==> config.mk <==
export PLATFORM = sky130hd
export DESIGN_NAME = axi_lite_selftest_master
export DESIGN_NICKNAME = d
export VERILOG_FILES = /design/src/rtl/axi_lite_pkg.sv /design/src/rtl/axi_lite_selftest_master.sv
export SDC_FILE = /design/constraint.sdc
export NUM_CORES = 1
export LEC_CHECK = 0
export ABC_CLOCK_PERIOD_IN_PS = 4700
export BUFFER_PORTS_ARGS = -buffer_cell sky130_fd_sc_hd__buf_2
export CAP_MARGIN = 20
export CELL_PAD_IN_SITES_DETAIL_PLACEMENT = 0
export CELL_PAD_IN_SITES_GLOBAL_PLACEMENT = 1
export CORE_AREA = 2 2 113 115
export CTS_BUF_LIST = sky130_fd_sc_hd__clkbuf_4 sky130_fd_sc_hd__clkbuf_8
export CTS_CLUSTER_SIZE = 20
export DETAILED_ROUTE_END_ITERATION = 8
export DIE_AREA = 0 0 115 117
export PLACE_DENSITY = 0.84
export SLEW_MARGIN = 20
export SYNTH_ARGS = -nofsm -noshare
export SYNTH_HDL_FRONTEND = slang
export SYNTH_SLANG_ARGS = --single-unit
export TNS_END_PERCENT = 20
==> constraint.sdc <==
create_clock -name M_AXI_ACLK -period 4.7 [get_ports M_AXI_ACLK]
set_input_delay 0.235 -clock M_AXI_ACLK [delete_from_list [all_inputs] [get_ports M_AXI_ACLK]]
set_output_delay 0.235 -clock M_AXI_ACLK [all_outputs]
set_load 0.03 [all_outputs]
==> src/rtl/axi_lite_pkg.sv <==
// Shared AXI4-Lite response codes, self-test FSM encoding
// and the data pattern base.
package axi_lite_pkg;
  localparam logic [1:0] RESP_OKAY   = 2'b00;
  localparam logic [1:0] RESP_SLVERR = 2'b10;
  localparam logic [31:0] PATTERN_BASE = 32'hC0DE_0000;

  typedef enum logic [2:0] {
    IDLE,
    WRITE,
    WRESP,
    READ,
    RDATA,
    DONE
  } state_t;
endpackage

==> src/rtl/axi_lite_selftest_master.sv <==
// AXI4-Lite loopback self-test master: writes a pattern
// to consecutive registers, reads it back, reports pass.
module axi_lite_selftest_master
  import axi_lite_pkg::*;
#(
  parameter int C_M_AXI_ADDR_WIDTH = 32,
  parameter int C_M_AXI_DATA_WIDTH = 32,
  parameter int C_NUM_COMMANDS = 8,
  parameter logic [31:0] READ_WRITE_ADDR = 32'h8800_0000
) (
  input  logic M_AXI_ACLK,
  input  logic M_AXI_ARESET,
  output logic [C_M_AXI_ADDR_WIDTH-1:0] M_AXI_AWADDR,
  output logic [2:0] M_AXI_AWPROT,
  output logic M_AXI_AWVALID,
  input  logic M_AXI_AWREADY,
  output logic [C_M_AXI_DATA_WIDTH-1:0] M_AXI_WDATA,
  output logic [C_M_AXI_DATA_WIDTH/8-1:0] M_AXI_WSTRB,
  output logic M_AXI_WVALID,
  input  logic M_AXI_WREADY,
  input  logic [1:0] M_AXI_BRESP,
  input  logic M_AXI_BVALID,
  output logic M_AXI_BREADY,
  output logic [C_M_AXI_ADDR_WIDTH-1:0] M_AXI_ARADDR,
  output logic [2:0] M_AXI_ARPROT,
  output logic M_AXI_ARVALID,
  input  logic M_AXI_ARREADY,
  input  logic [C_M_AXI_DATA_WIDTH-1:0] M_AXI_RDATA,
  input  logic [1:0] M_AXI_RRESP,
  input  logic M_AXI_RVALID,
  output logic M_AXI_RREADY,
  input  logic start_input_gpio,
  output logic DONE_SUCCESS,
  output logic test_awvalid,
  output logic test_wvalid,
  output logic test_bready,
  output logic test_bvalid,
  output logic test_rready,
  output logic test_arvalid,
  output logic test_rvalid,
  output logic [31:0] test_awaddr,
  output logic [31:0] test_wdata,
  output logic [31:0] test_araddr,
  output logic [31:0] test_rdata
);
  localparam int IW = $clog2(C_NUM_COMMANDS + 1);

  state_t state;
  logic [IW-1:0] idx;
  logic err;
  logic done_ok;
  logic awvalid, wvalid, bready;
  logic arvalid, rready;
  logic [31:0] awaddr, araddr, wdata;

  function automatic logic [31:0] addr_of(
    input logic [IW-1:0] i
  );
    return READ_WRITE_ADDR + (32'(i) << 2);
  endfunction

  function automatic logic [31:0] pattern_of(
    input logic [IW-1:0] i
  );
    return PATTERN_BASE + 32'(i);
  endfunction

  logic [IW-1:0] idx_nxt;
  logic last, aw_ok, w_ok, rd_bad;

  assign idx_nxt = idx + IW'(1);
  assign last = (idx == IW'(C_NUM_COMMANDS - 1));
  assign aw_ok = !awvalid || M_AXI_AWREADY;
  assign w_ok = !wvalid || M_AXI_WREADY;
  assign rd_bad = (M_AXI_RRESP != RESP_OKAY) ||
                  (M_AXI_RDATA != pattern_of(idx));

  always_ff @(posedge M_AXI_ACLK) begin
    if (M_AXI_ARESET) begin
      state <= IDLE;
      idx <= '0;
      err <= 1'b0;
      done_ok <= 1'b0;
      awvalid <= 1'b0;
      wvalid <= 1'b0;
      bready <= 1'b0;
      arvalid <= 1'b0;
      rready <= 1'b0;
      awaddr <= '0;
      araddr <= '0;
      wdata <= '0;
    end else begin
      unique case (state)
        IDLE: begin
          if (start_input_gpio) begin
            state <= WRITE;
            awvalid <= 1'b1;
            wvalid <= 1'b1;
            awaddr <= addr_of(idx);
            wdata <= pattern_of(idx);
          end
        end
        WRITE: begin
          if (M_AXI_AWREADY) awvalid <= 1'b0;
          if (M_AXI_WREADY) wvalid <= 1'b0;
          if (aw_ok && w_ok) begin
            state <= WRESP;
            bready <= 1'b1;
          end
        end
        WRESP: begin
          if (M_AXI_BVALID) begin
            bready <= 1'b0;
            if (M_AXI_BRESP != RESP_OKAY) err <= 1'b1;
            if (last) begin
              idx <= '0;
              state <= READ;
              arvalid <= 1'b1;
              araddr <= addr_of(IW'(0));
            end else begin
              idx <= idx_nxt;
              state <= WRITE;
              awvalid <= 1'b1;
              wvalid <= 1'b1;
              awaddr <= addr_of(idx_nxt);
              wdata <= pattern_of(idx_nxt);
            end
          end
        end
        READ: begin
          if (M_AXI_ARREADY) begin
            arvalid <= 1'b0;
            rready <= 1'b1;
            state <= RDATA;
          end
        end
        RDATA: begin
          if (M_AXI_RVALID) begin
            rready <= 1'b0;
            if (rd_bad) err <= 1'b1;
            if (last) begin
              state <= DONE;
              done_ok <= !(err || rd_bad);
            end else begin
              idx <= idx_nxt;
              state <= READ;
              arvalid <= 1'b1;
              araddr <= addr_of(idx_nxt);
            end
          end
        end
        DONE: state <= DONE;
        default: state <= IDLE;
      endcase
    end
  end

  assign M_AXI_AWADDR = awaddr;
  assign M_AXI_AWPROT = 3'b000;
  assign M_AXI_AWVALID = awvalid;
  assign M_AXI_WDATA = wdata;
  assign M_AXI_WSTRB = '1;
  assign M_AXI_WVALID = wvalid;
  assign M_AXI_BREADY = bready;
  assign M_AXI_ARADDR = araddr;
  assign M_AXI_ARPROT = 3'b000;
  assign M_AXI_ARVALID = arvalid;
  assign M_AXI_RREADY = rready;
  assign DONE_SUCCESS = done_ok;

  assign test_awvalid = awvalid;
  assign test_wvalid = wvalid;
  assign test_bready = bready;
  assign test_bvalid = M_AXI_BVALID;
  assign test_rready = rready;
  assign test_arvalid = arvalid;
  assign test_rvalid = M_AXI_RVALID;
  assign test_awaddr = awaddr;
  assign test_wdata = wdata;
  assign test_araddr = araddr;
  assign test_rdata = M_AXI_RDATA;
endmodule

==> results of run 1 <==
kinds of logic after synthesis:
kind of cell / after synthesis
multiplexers: 5
flip-flops: 24
other: 2
AND/OR/NAND/NOR: 73
XOR/XNOR: 8
AO/OA/AOI/OAI: 35
adder cells (fa/ha/maj): 1
buffers and inverters: 246
cells in the final DEF (no fill, tap or decap), types with 2 or more instances in the layout:
| cell | instances |
|---|---|
| inv_1 | 2 |
| conb_1 | 154 |
| o21ai_0 | 5 |
| clkbuf_8 | 3 |
| a211oi_1 | 5 |
| or4_1 | 2 |
| nand2b_1 | 4 |
| a221oi_1 | 2 |
| a21oi_1 | 9 |
| a21o_1 | 2 |
| nor3_1 | 3 |
| or3_1 | 2 |
| a31oi_1 | 2 |
| buf_2 | 136 |
| nand4b_1 | 3 |
| nand3_1 | 4 |
| nand3b_1 | 3 |
| mux2i_1 | 4 |
| xnor2_1 | 7 |
| nor2_1 | 23 |
| nor2b_1 | 2 |
| nor4_1 | 2 |
| nand4bb_1 | 2 |
| nand2_1 | 10 |
| dfxtp_1 | 24 |
| nand4_1 | 3 |
worst max-delay path: cells and delay by family (launching register included):
| kind | cells | cell delay [ns] |
|---|---|---|
| compound gates | 2 | 0.41 |
| flops | 1 | 0.59 |
| simple gates | 2 | 0.96 |
Yosys cell counts, types with 3 or more instances:
library cell / number / area [um^2]
nand3b_1: 3 / 22.52
dfxtp_1: 24 / 480.5
nand2_1: 10 / 37.54
clkbuf_1: 9 / 33.78
nand2b_1: 4 / 25.02
nand3_1: 4 / 20.02
nand4_1: 3 / 18.77
a211oi_1: 5 / 37.54
mux2i_1: 4 / 40.04
a21oi_1: 9 / 45.04
o21ai_0: 5 / 25.02
nand4b_1: 3 / 26.28
nor3_1: 3 / 15.01
xnor2_1: 7 / 61.31
nor2_1: 23 / 86.33
buf_4: 231 / 1734
state kept, by name, indices dropped and copies added (netlist names):
name           flops
DONE_SUCCESS       1
M_AXI_ARADDR       5
M_AXI_ARVALID      1
M_AXI_AWADDR       5
M_AXI_AWVALID      1
M_AXI_BREADY       1
M_AXI_RREADY       1
M_AXI_WVALID       1
err                1
idx                4
state              3
power by group:
| part | switching (mW) | internal, mW |
|---|---|---|
| logic | 0.434 | 0.117 |
| clock network | 0.0662 | 0.114 |
| registers | 0.0458 | 0.226 |
path summary, 6_finish.rpt:
path,slack (ns),depth (start not counted),start,endpoint
worst min-delay path,0.16,2,M_AXI_AWREADY,M_AXI_AWVALID
worst max-delay path,2.69,4,state[2],idx[3]
worst max register to register,2.69,4,state[2],idx[3]
worst min register to register,0.48,2,M_AXI_RREADY,M_AXI_RREADY
layer usage:
metal | global-route usage (%) | vias up
li1 | - | 1004
met1 | 9.563 | 929
met4 | 2.651 | 0
met5 | 0 | -
met2 | 14.39 | 165
met3 | 0.7724 | 2
area by class of cell:
type / instances / area (um^2) / share of cell area, %
Multi-Input combinational cell: 276 / 1388 / 49.29
Timing Repair Buffer: 136 / 680.7 / 24.18
Sequential cell: 24 / 480.5 / 17.07
Tap cell: 150 / 187.7 / 6.667
Clock buffer: 3 / 41.29 / 1.467
Clock inverter: 1 / 30.03 / 1.067
Inverter: 2 / 7.507 / 0.2667
through the flow:
step / setup WS [ns] / power, mW
finish: 2.685 / 1.003
global route: 2.494 / 1.061
CTS: 2.559 / 1.008
detailed placement: 2.590 / 0.8261
global placement: 2.672 / 0.8252
floorplan: 2.921 / 0.9035
==> impl_metrics.env, run 1 <==
export IMPL_outcome="complete, no violations"
export IMPL_wire_per_inst_um=10.68
export IMPL_synth_compound_area_share_pct=8.016
export IMPL_synthesis_area_mm2=0.003090
export IMPL_tns_ns=0
export IMPL_report_final_slew_viol_count=0
export IMPL_io_buffers=136
export IMPL_cts_clk_slew_worst_paths_ns=0.09
export IMPL_synthAdderAreaFrac_pct=0.4049
export IMPL_io_pins=291
export IMPL_wl_met2_um=3111
export IMPL_period_needed_ns=2.015
export IMPL_place_inst=588
export IMPL_setup_viol=0
export IMPL_grt_max_degree=27
export IMPL_synth_xor_area_share_pct=2.267
export IMPL_drive_gt1_share_pct=33.26
export IMPL_ir_drop_uv=95.69
export IMPL_layout_filler_cells=1348
export IMPL_critPathArrivalTime_ns=2.21
export IMPL_slowest_delay_ns=0.59
export IMPL_postPlaceCellArea_mm2=0.002736
export IMPL_yosys_warnings=0
export IMPL_drv_cap=0
export IMPL_synthFlopType="dfxtp_1"
export IMPL_whs_ns=0.1603
export IMPL_met3_length_um=600
export IMPL_placementRows=41
export IMPL_die_w_um=115
export IMPL_ctsHoldBuffers=0
export IMPL_start_util_pct=25.10
export IMPL_hold_viol_final=0
export IMPL_post_route_util_pct=22.87
export IMPL_syn_inst=394
export IMPL_cts_sink_count=24
export IMPL_synthSimpleGateAreaFrac_pct=13.52
export IMPL_hold_path_class="input port to flop"
export IMPL_drtAntennaViolNets=0
export IMPL_power_leakage_nw=1.560
export IMPL_slew_limit_headroom_pct=55.22
export IMPL_slowest_stage="dfxtp_1"
export IMPL_clockBufferDepth=2
export IMPL_crit_chain="nor3b_2 > a31oi_1 > or4_1 > a21oi_1"
export IMPL_vias=2100
export IMPL_post_cts_setup_buffer_count=0
export IMPL_avgSynthCellArea_um2=7.844
export IMPL_drt_met1_wl_um=2554
export IMPL_insertion_delay_ns=0.27
export IMPL_route_detailed_drc=0
export IMPL_fin_area_mm2=0.002815
export IMPL_grt_pass1_wl_um=8004
export IMPL_fin_crit_sh_pct=42.86
export IMPL_power_density_mw_per_mm2=356.4
export IMPL_worst_slew_pin_slew_ns=0.6717
export IMPL_synth_distinct_cells=51
export IMPL_synthMuxAreaShare_pct=1.741
export IMPL_cp_required_ns=4.90
export IMPL_dr_pass1_iters=4
export IMPL_cts_max_level=1
export IMPL_async_reset_ff_share_pct=0
export IMPL_post_dp_hpwl_um=5324
export IMPL_max_freq_mhz=496.4
export IMPL_critPathCaptureType="flop"
export IMPL_crit_fanout=13
export IMPL_grt_use_total_pct=7.831
export IMPL_place_congestion=0.7365
export IMPL_synth_seq_cells=24
export IMPL_drt_iter0_markers=55
export IMPL_dieArea_mm2=0.01346
export IMPL_root_buffer="clkbuf_8"
export IMPL_synth_edf_count=0
export IMPL_finClkSkew_ns=0.008576
export IMPL_die_h_um=117
export IMPL_tritoncts="yes"
export IMPL_crit_type="flop to flop"
export IMPL_vias_per_cell=3.547
export IMPL_grt_pass1_vias=1480
export IMPL_syn2layout_area_growth_pct=-8.907
export IMPL_final_cells=592
export IMPL_core_mm2=0.01231
export IMPL_yosysSeqAreaShare_pct=15.55
export IMPL_numCtsBuffers=3
export IMPL_routed_top_layer="met4"
export IMPL_fin_nets=488
export IMPL_antenna_found_initial=0
export IMPL_rsz0062_at_grt="false"
export IMPL_num_antenna_cells=0
export IMPL_cts_resized=0
export IMPL_finalWirelength_um=6321
export IMPL_synth_top_family_by_area="buffers and inverters"
export IMPL_start_kind="flop"
export IMPL_grt_overflow_total=0
No activity file was read; power rests on OpenSTA's default activity.
==> inputs of run 2 (changes only) <==
ABC_CLOCK_PERIOD_IN_PS = 1770   (was 4700)
CORE_AREA = default   (was 2 2 113 115)
CORE_UTILIZATION = 22   (was default)
DIE_AREA = default   (was 0 0 115 117)
PLACE_DENSITY = 0.78   (was 0.84)
clock period = 1.77 ns   (was 4.7 ns; I/O delays follow)
==> impl_metrics.env, run 2 (synthesis gave the netlist of run 1 again) <==
export IMPL_clockBufferDepth=2
export IMPL_drtAntennaViolNets=0
export IMPL_finClkSkew_ns=0.003988
export IMPL_io_pins=291
export IMPL_start_kind="flop"
export IMPL_num_antenna_cells=0
export IMPL_numCtsBuffers=3
export IMPL_crit_type="flop to flop"
export IMPL_grt_max_degree=27
export IMPL_dieArea_mm2=0.01453
export IMPL_fin_area_mm2=0.003029
export IMPL_outcome="complete, no violations"
export IMPL_syn2layout_area_growth_pct=-1.984
export IMPL_cp_top_family="multiplexers"
export IMPL_setup_viol=0
export IMPL_grt_use_total_pct=7.190
export IMPL_placementRows=42
export IMPL_seq_power_share_pct=25.4
export IMPL_cp_required_ns=1.92
export IMPL_post_route_util_pct=22.52
export IMPL_cts_max_level=1
export IMPL_slowest_stage="dfxtp_1"
export IMPL_cts_sink_count=24
export IMPL_cp_num_buf_inv=0
export IMPL_wire_per_inst_um=9.532
export IMPL_fin_nets=507
export IMPL_grt_pass1_wl_um=8204
export IMPL_crit_fanout=6
export IMPL_die_h_um=120.5
export IMPL_vias_per_cell=3.345
export IMPL_grt_overflow_total=0
export IMPL_p_clk_share_pct=17.7
export IMPL_critPathArrivalTime_ns=1.83
export IMPL_fin_crit_sh_pct=94.88
export IMPL_crit_chain="ha_1 > and3b_2 > mux2i_4 > mux2i_1 > nor2_1"
export IMPL_core_mm2=0.01345
export IMPL_period_needed_ns=1.679
export IMPL_grt_pass1_vias=1614
export IMPL_cts_clk_slew_worst_paths_ns=0.09
export IMPL_internal_power_mw=1.258
export IMPL_drv_cap=0
export IMPL_drive_gt1_share_pct=36.66
export IMPL_ir_drop_uv=482.9
export IMPL_postPlaceCellArea_mm2=0.002890
export IMPL_route_detailed_drc=0
export IMPL_dr_pass1_iters=4
export IMPL_drt_iter0_markers=50
export IMPL_max_freq_mhz=595.5
export IMPL_mostFrequentLayoutCells="conb_1 (154), buf_2 (136), nor2_1 (23)"
export IMPL_insertion_delay_ns=0.27
export IMPL_vias=2131
export IMPL_power_frac_comb_pct=56.8
export IMPL_layout_commonest_cell="conb_1"
export IMPL_power_leakage_nw=1.657
export IMPL_start_util_pct=22.97
export IMPL_die_w_um=120.5
export IMPL_p_sw_mw=1.465
export IMPL_critPathCaptureType="flop"
export IMPL_tritoncts="yes"
export IMPL_finalWirelength_um=6072
export IMPL_io_buffers=136
export IMPL_report_final_slew_viol_count=0
export IMPL_slowest_delay_ns=0.42
export IMPL_post_dp_hpwl_um=5146
export IMPL_place_congestion=0.7757
export IMPL_power_density_mw_per_mm2=899.0
export IMPL_antenna_found_initial=0
export IMPL_hold_path_class="input port to flop"
export IMPL_swShare_pct=53.79
export IMPL_hold_viol_final=0
export IMPL_root_buffer="clkbuf_8"
==> run 2: cell count changes in the layout (fill, tap and decap cells not counted), moves of 2 or more <==
cell,change
dlygate4sd3_1,+2
dfxtp_2,+3
dfxtp_1,-3
buf_4,+17
==> run 2: per-layer routing <==
metal	track usage [%]	share of wire, %	vias to the layer above
met5	0	0	-
met4	0.9259	0.28	0
met3	1.462	8.2	2
met2	13.58	53	140
met1	8.462	39	948
li1	-	-	1041
==> run 2: what timing repair did <==
action | 4_1_cts | 5_1_grt
setup buffers | 0 | 2
hold endpoints to repair | 2 | 0
setup endpoints to repair | 0 | 8
gates resized for setup | 0 | 8
hold buffers | 2 | 0
==> run 2: path summary, 6_finish.rpt <==
| kind | from | to | slack, ns | depth (start not counted) |
|---|---|---|---|---|
| setup / recovery | idx[0] | M_AXI_ARADDR[2] | 0.09 | 5 |
| hold / removal | M_AXI_ARREADY | state[2] | 0.15 | 3 |
| setup reg to reg | idx[0] | M_AXI_ARADDR[2] | 0.09 | 5 |
| hold reg to reg | M_AXI_RREADY | M_AXI_RREADY | 0.50 | 2 |
==> run 2: area by class of cell <==
| cell class | instances | area (um^2) |
|---|---|---|
| Tap cell | 176 | 220.2 |
| Clock inverter | 1 | 30.03 |
| Fill cell | 1562 | 10420 |
| Inverter | 2 | 7.507 |
| Timing Repair Buffer | 155 | 828.3 |
| Clock buffer | 3 | 41.29 |
| Sequential cell | 24 | 484.2 |
| Multi-Input combinational cell | 276 | 1418 |
==> run 2: per-stage QoR <==
| stage | total power [mW] | setup WS (ns) | setup TNS (ns) | hold slack, ns | instances |
|---|---|---|---|---|---|
| 6_report | 2.723 | 0.09064 | 0 | 0.1482 | 637 |
| 5_1_grt | 2.875 | -0.001315 | -0.001315 | 0.1694 | 637 |
| 4_1_cts | 2.730 | 0.03174 | 0 | 0.1473 | 635 |
| 3_5_place_dp | 2.236 | 0.03902 | 0 | 0.2875 | 629 |
| 3_3_place_gp | 2.239 | 0.08391 | 0 | 0.2828 | 629 |
| 2_1_floorplan | 2.400 | 0.01071 | 0 | 0.1842 | 546 |
==> run 2: worst reg2reg max path, stage by stage (launching register included) <==
cell and delay (ns):
dfxtp_1 0.42, ha_1 0.22, and3b_2 0.27, mux2i_4 0.37
mux2i_1 0.24, nor2_1 0.05
==> run 2: power groups by stage <==
stage	sequential (mW)	combinational, mW	clock, mW
finish	0.692	1.55	0.483
global route	0.712	1.64	0.522
CTS	0.688	1.54	0.500
detailed placement	0.700	1.54	0
global placement	0.697	1.54	0
floorplan	0.765	1.63	0
